`src/rtl/amp_seq_pkg.sv`:
```
// Shared types and default register table for the class-D amp power sequencer.
package amp_seq_pkg;

   typedef enum logic [2:0] {
      ST_OFF       = 3'd0,
      ST_PWRUP     = 3'd1,
      ST_CFG_REQ   = 3'd2,
      ST_CFG_WAIT  = 3'd3,
      ST_UNMUTE    = 3'd4,
      ST_RUN       = 3'd5,
      ST_MUTE_HOLD = 3'd6,
      ST_FAULT     = 3'd7
   } state_t;

   // One table entry: register address in [15:8], data in [7:0].
   localparam int CFG_ENTRY = 16;
   typedef logic [CFG_ENTRY-1:0] cfg_entry_t;

   localparam cfg_entry_t CFG_RESET_REL = 16'h01_00;
   localparam cfg_entry_t CFG_CLK_I2S   = 16'h02_10;
   localparam cfg_entry_t CFG_BCK_32FS  = 16'h03_05;
   localparam cfg_entry_t CFG_VOL_0DB   = 16'h4C_30;
   localparam cfg_entry_t CFG_DSP_BYP   = 16'h08_01;
   localparam cfg_entry_t CFG_EXIT_STBY = 16'h04_00;

endpackage

```
`src/rtl/amp_cfg_rom.sv`:
```
// Combinational config table lookup; indices past NUM_CFG read as zero.
module amp_cfg_rom
   import amp_seq_pkg::*;
#(
   parameter int NUM_CFG = 6
) (
   input  logic [3:0]           index,
   output logic [CFG_ENTRY-1:0] entry
);

   always_comb begin
      entry = '0;
      if (int'(index) < NUM_CFG) begin
         case (index)
            4'd0:    entry = CFG_RESET_REL;
            4'd1:    entry = CFG_CLK_I2S;
            4'd2:    entry = CFG_BCK_32FS;
            4'd3:    entry = CFG_VOL_0DB;
            4'd4:    entry = CFG_DSP_BYP;
            4'd5:    entry = CFG_EXIT_STBY;
            default: entry = '0;
         endcase
      end
   end

endmodule

```
`src/rtl/amp_power_seq.sv`:
```
// Amp power sequencer: enable, I2C config with retry, lock-gated unmute,
// and muted hold before shutdown.
module amp_power_seq
   import amp_seq_pkg::*;
#(
   parameter int T_EN_CYC     = 4800,
   parameter int T_UNMUTE_CYC = 2400,
   parameter int T_OFF_CYC    = 48000,
   parameter int NUM_CFG      = 6,
   parameter int RETRY_MAX    = 3,
   parameter int CNT_W        = 16
) (
   input  logic       clk,
   input  logic       reset,
   input  logic       enable,
   input  logic       audio_locked,
   output logic       i2c_req,
   output logic [7:0] i2c_reg,
   output logic [7:0] i2c_wdata,
   input  logic       i2c_done,
   input  logic       i2c_nack,
   output logic       amp_nenable,
   output logic       amp_mute,
   output logic       fault,
   output logic [2:0] state_o
);

   localparam logic [CNT_W-1:0] EN_LAST  = CNT_W'(T_EN_CYC - 1);
   localparam logic [CNT_W-1:0] UN_LAST  = CNT_W'(T_UNMUTE_CYC - 1);
   localparam logic [CNT_W-1:0] OFF_LAST = CNT_W'(T_OFF_CYC - 1);
   localparam logic [3:0]       IDX_LAST = 4'(NUM_CFG - 1);
   localparam logic [3:0]       RTY_LAST = 4'(RETRY_MAX - 1);

   state_t               state;
   logic [CNT_W-1:0]     timer;
   logic [3:0]           index;
   logic [3:0]           retry;
   logic [CFG_ENTRY-1:0] entry;

   amp_cfg_rom #(.NUM_CFG(NUM_CFG)) u_rom (
      .index (index),
      .entry (entry)
   );

   assign state_o = state;

   always_ff @(posedge clk) begin
      if (reset) begin
         state       <= ST_OFF;
         timer       <= '0;
         index       <= '0;
         retry       <= '0;
         i2c_req     <= 1'b0;
         i2c_reg     <= '0;
         i2c_wdata   <= '0;
         amp_nenable <= 1'b1;
         amp_mute    <= 1'b1;
         fault       <= 1'b0;
      end else begin
         i2c_req <= 1'b0;
         // Losing enable beats every sequencing event, including a pending done.
         if (!enable && state != ST_OFF && state != ST_FAULT) begin
            state       <= ST_OFF;
            timer       <= '0;
            amp_mute    <= 1'b1;
            amp_nenable <= 1'b1;
         end else begin
            case (state)
               ST_OFF: begin
                  if (enable && audio_locked) begin
                     state       <= ST_PWRUP;
                     timer       <= '0;
                     amp_nenable <= 1'b0;
                  end
               end
               ST_PWRUP: begin
                  if (timer == EN_LAST) begin
                     state <= ST_CFG_REQ;
                     timer <= '0;
                     index <= '0;
                     retry <= '0;
                  end else begin
                     timer <= timer + 1'b1;
                  end
               end
               ST_CFG_REQ: begin
                  i2c_req   <= 1'b1;
                  i2c_reg   <= entry[15:8];
                  i2c_wdata <= entry[7:0];
                  state     <= ST_CFG_WAIT;
               end
               ST_CFG_WAIT: begin
                  if (i2c_done) begin
                     if (!i2c_nack) begin
                        if (index == IDX_LAST) begin
                           state <= ST_UNMUTE;
                           timer <= '0;
                        end else begin
                           index <= index + 4'd1;
                           retry <= '0;
                           state <= ST_CFG_REQ;
                        end
                     end else if (retry == RTY_LAST) begin
                        state       <= ST_FAULT;
                        fault       <= 1'b1;
                        amp_nenable <= 1'b1;
                        amp_mute    <= 1'b1;
                     end else begin
                        retry <= retry + 4'd1;
                        state <= ST_CFG_REQ;
                     end
                  end
               end
               ST_UNMUTE: begin
                  // Unmute needs an unbroken run of locked cycles.
                  if (!audio_locked) begin
                     timer <= '0;
                  end else if (timer == UN_LAST) begin
                     state    <= ST_RUN;
                     amp_mute <= 1'b0;
                  end else begin
                     timer <= timer + 1'b1;
                  end
               end
               ST_RUN: begin
                  if (!audio_locked) begin
                     state    <= ST_MUTE_HOLD;
                     amp_mute <= 1'b1;
                     timer    <= '0;
                  end
               end
               ST_MUTE_HOLD: begin
                  if (audio_locked) begin
                     state <= ST_UNMUTE;
                     timer <= '0;
                  end else if (timer == OFF_LAST) begin
                     state       <= ST_OFF;
                     timer       <= '0;
                     amp_nenable <= 1'b1;
                  end else begin
                     timer <= timer + 1'b1;
                  end
               end
               ST_FAULT: begin
                  if (!enable) state <= ST_OFF;
               end
               default: state <= ST_OFF;
            endcase
         end
      end
   end

endmodule
```
`config.mk`:
```
export PLATFORM = sky130hd
export DESIGN_NAME = amp_power_seq
export DESIGN_NICKNAME = d
export VERILOG_FILES = /design/src/rtl/amp_seq_pkg.sv /design/src/rtl/amp_cfg_rom.sv /design/src/rtl/amp_power_seq.sv
export SDC_FILE = /design/constraint.sdc
export NUM_CORES = 1
export LEC_CHECK = 0
export ABC_AREA = 1
export ABC_CLOCK_PERIOD_IN_PS = 3300
export CAP_MARGIN = 15
export CORE_MARGIN = 5
export CORE_UTILIZATION = 50
export CTS_CLUSTER_DIAMETER = 150
export CTS_CLUSTER_SIZE = 10
export DETAILED_ROUTE_END_ITERATION = 7
export GPL_TIMING_DRIVEN = 0
export HOLD_SLACK_MARGIN = 0.05
export PLACE_DENSITY = 0.72
export SLEW_MARGIN = 20
export SYNTH_ARGS = -nofsm -noshare
export SYNTH_HDL_FRONTEND = slang
export SYNTH_SLANG_ARGS = --single-unit
```
`constraint.sdc`:
```
create_clock -name clk -period 3.3 [get_ports clk]
set_input_delay 0.66 -clock clk [delete_from_list [all_inputs] [get_ports clk]]
set_output_delay 0.66 -clock clk [all_outputs]
set_load 0.005 [all_outputs]
```
==> impl_metrics.tcl <==
set metrics [dict create \
    fin_crit_ns 2.20 \
    fin_cells 502 \
    die_y_um 83.3 \
    max_freq_mhz 456 \
    viasPerCell 5.05 \
    syn_area_per_cell_um2 6.76 \
    finClkSkew_ns 0.00652 \
    rr_startpoint "index[1]" \
    required_ns 3.49 \
    largest_reg_flops 16 \
    fin_area_um2 3090 \
    route.detailed.drc 0 \
    cp_max_fo 7 \
    worstSkewPairLatency_ns 0.30 \
    status "completed" \
    ys_types 40 \
    grt_max_degree 14 \
    min_from "fault" \
    start_kind "input pin" \
    synth-seq-area-share 0.291 \
    cts_hold_buffers 0 \
    clkTransAtPathRegs_ns 0.09 \
    cts_made_buffers 5 \
    core_area_um2 5170 \
    area_growth_pct 15.2 \
    ctsResizeCount 0 \
    drt-wirelength-per-cell_um 12.0 \
    fin_tns_setup_ns 0 \
    min_to "fault" \
    async_flop_share 0 \
    path_delay_family "simple AND/OR/NAND/NOR gates" \
    total_power_mw 1.94 \
    dpl_cell_area_um2 3010 \
    clk_path_buf_depth 2 \
    netlist_area_um2 2690 \
    die_w_um 83.3 \
    setup_ws_ns 1.10 \
    dr.pass1.iters 4 \
    grt_overflow 0 \
    place.detailed.hpwl_um 4570 \
    max-cap-violations 0 \
    cpPeakStageDelay_ns 0.55 \
    slowest_stage "clkdlybuf4s50_1" \
    cts-root-buf "clkbuf_8" \
    synth_edf_count 0 \
    crit_arrival_ns 2.39 \
    cts_max_level 2 \
    placed_cells 494 \
    timing.final.crit_share 0.665 \
    hold_depth 2 \
    layout_commonest_cell "nand2_1" \
    slew_violations 0 \
    worst-path-buf-inv 2 \
    grt_use_total 0.178 \
    dp_slack_ns 0.811 \
    fin_util 0.598 \
    drt_wl_total_um 6020 \
    synth_cells 397 \
    place.gp.congestion 0.898 \
    final_cell_mix "nand2_1 (93), nor2_1 (57), inv_1 (42)" \
    yosys_warnings 0 \
    antenna_found_initial 0 \
    worst-setup-path-type "input pin to flip-flop" \
    cts_num_sinks 39 \
    crit_chain "clkdlybuf4s50_1 > inv_1 > nor2_2 > nor2_4 > nand2_4 > nor2_8 > nand2_4 > nor2_1 > nand3_1 > nand2_1 > nor2_1" \
    first_global_vias 2257 \
    via_count 2534 \
    r2r_slack_ns 1.41 \
    setup.worst_path.end_class "flip-flop" \
    postRouteAntennaNets 0 \
    rows 26 \
    drt_iter0_markers 154 \
    hold_ws_ns 0.466 \
    hold_violations 0 \
    reg2reg_to "timer[9]" \
    hold_path.class "flip-flop to flip-flop" \
    rsz0062_at_grt "false" \
    cts_tree "yes" \
    vdd_drop_max_mv 0.340 \
    insertedDiodeCount 0 \
    synth_seq_cells 39 \
    top_register "timer" \
    grt_pass1_wl_um 10400 \
    port-buffer-count 21 \
    power.density_nw_per_um2 626 \
    start_util 0.519 \
    fin_nets 444 \
    drive_above_1_share 0.155 \
    rr_worst_depth 11 \
    synthFlopType "dfxtp_1" \
    die-area_um2 6940 \
    crit_start "audio_locked" \
    leakage_nw 1.26 \
    cts_setup_buffers 0 \
    setup_violations 0 \
    pin_count 29 \
]
-- routing by layer --
metal	track usage	share of wire
met2	0.290	0.45
met5	0	0
met4	0.0416	0.0063
met1	0.239	0.48
met3	0.0396	0.056
-- cells by family (layout without fill, tap and decap cells) --
logic type                 count (synthesis)  after routing  share of synthesized area
xor gates and xnor gates                   4              4                     0.0130
DFF                                       39             39                      0.291
adders and majority gates                  7              7                     0.0326
and+or+nand+nor                          240            240                      0.446
buffers and inverters                     62             91                      0.115
AOI/OAI and AO/OA                         44             44                      0.101
other                                      1              7                    0.00140
-- worst min-delay path, stage by stage (launching register included) --
cell     delay [ns]
dfxtp_1        0.34
nand2_1        0.05
o31ai_1        0.05
-- cells in the mapped netlist, types with 2 or more instances --
library cell | number | area, um2
nand2_1 | 93 | 349
nor2_1 | 57 | 214
inv_1 | 42 | 158
dfxtp_1 | 39 | 781
nand3_1 | 38 | 190
a21oi_1 | 18 | 90.1
nand4_1 | 15 | 93.8
nor2_2 | 10 | 62.6
o21ai_0 | 10 | 50.1
nand2_4 | 9 | 101
buf_4 | 8 | 60.1
ha_1 | 7 | 87.6
buf_6 | 4 | 45.0
nand2_2 | 4 | 25.0
nor2_4 | 4 | 45.0
xor2_1 | 4 | 35.0
a21oi_2 | 3 | 26.3
a31oi_1 | 3 | 18.8
o21ai_2 | 3 | 26.3
inv_2 | 2 | 7.51
inv_4 | 2 | 12.5
inv_6 | 2 | 17.5
nor4_1 | 2 | 12.5
o211ai_1 | 2 | 15.0
-- worst max path at each step --
stage | end | cells after the start
3_3_place_gp | timer[13] | 11
5_1_grt | timer[9] | 11
2_1_floorplan | timer[14] | 9
4_1_cts | timer[9] | 11
3_5_place_dp | timer[9] | 11
6_report | timer[9] | 11
-- power by group --
group | leakage, nW | switching, mW | internal, mW
Sequential | 0.315 | 0.0383 | 0.520
Clock | 0.0402 | 0.187 | 0.147
Combinational | 0.905 | 0.661 | 0.382
Total | 1.26 | 0.887 | 1.05
-- final cells by class --
| type | count | area (um2) |
|---|---|---|
| fillers | 499 | 2080 |
| plain buffers | 14 | 114 |
| well taps | 70 | 87.6 |
| multi-input cells | 302 | 1620 |
| clock buffers | 5 | 68.8 |
| clock inverters | 3 | 20.0 |
| flip-flops and latches | 39 | 781 |
| inverters | 48 | 195 |
| repair buffers | 21 | 210 |
No activity file was read; power rests on OpenSTA's default activity.
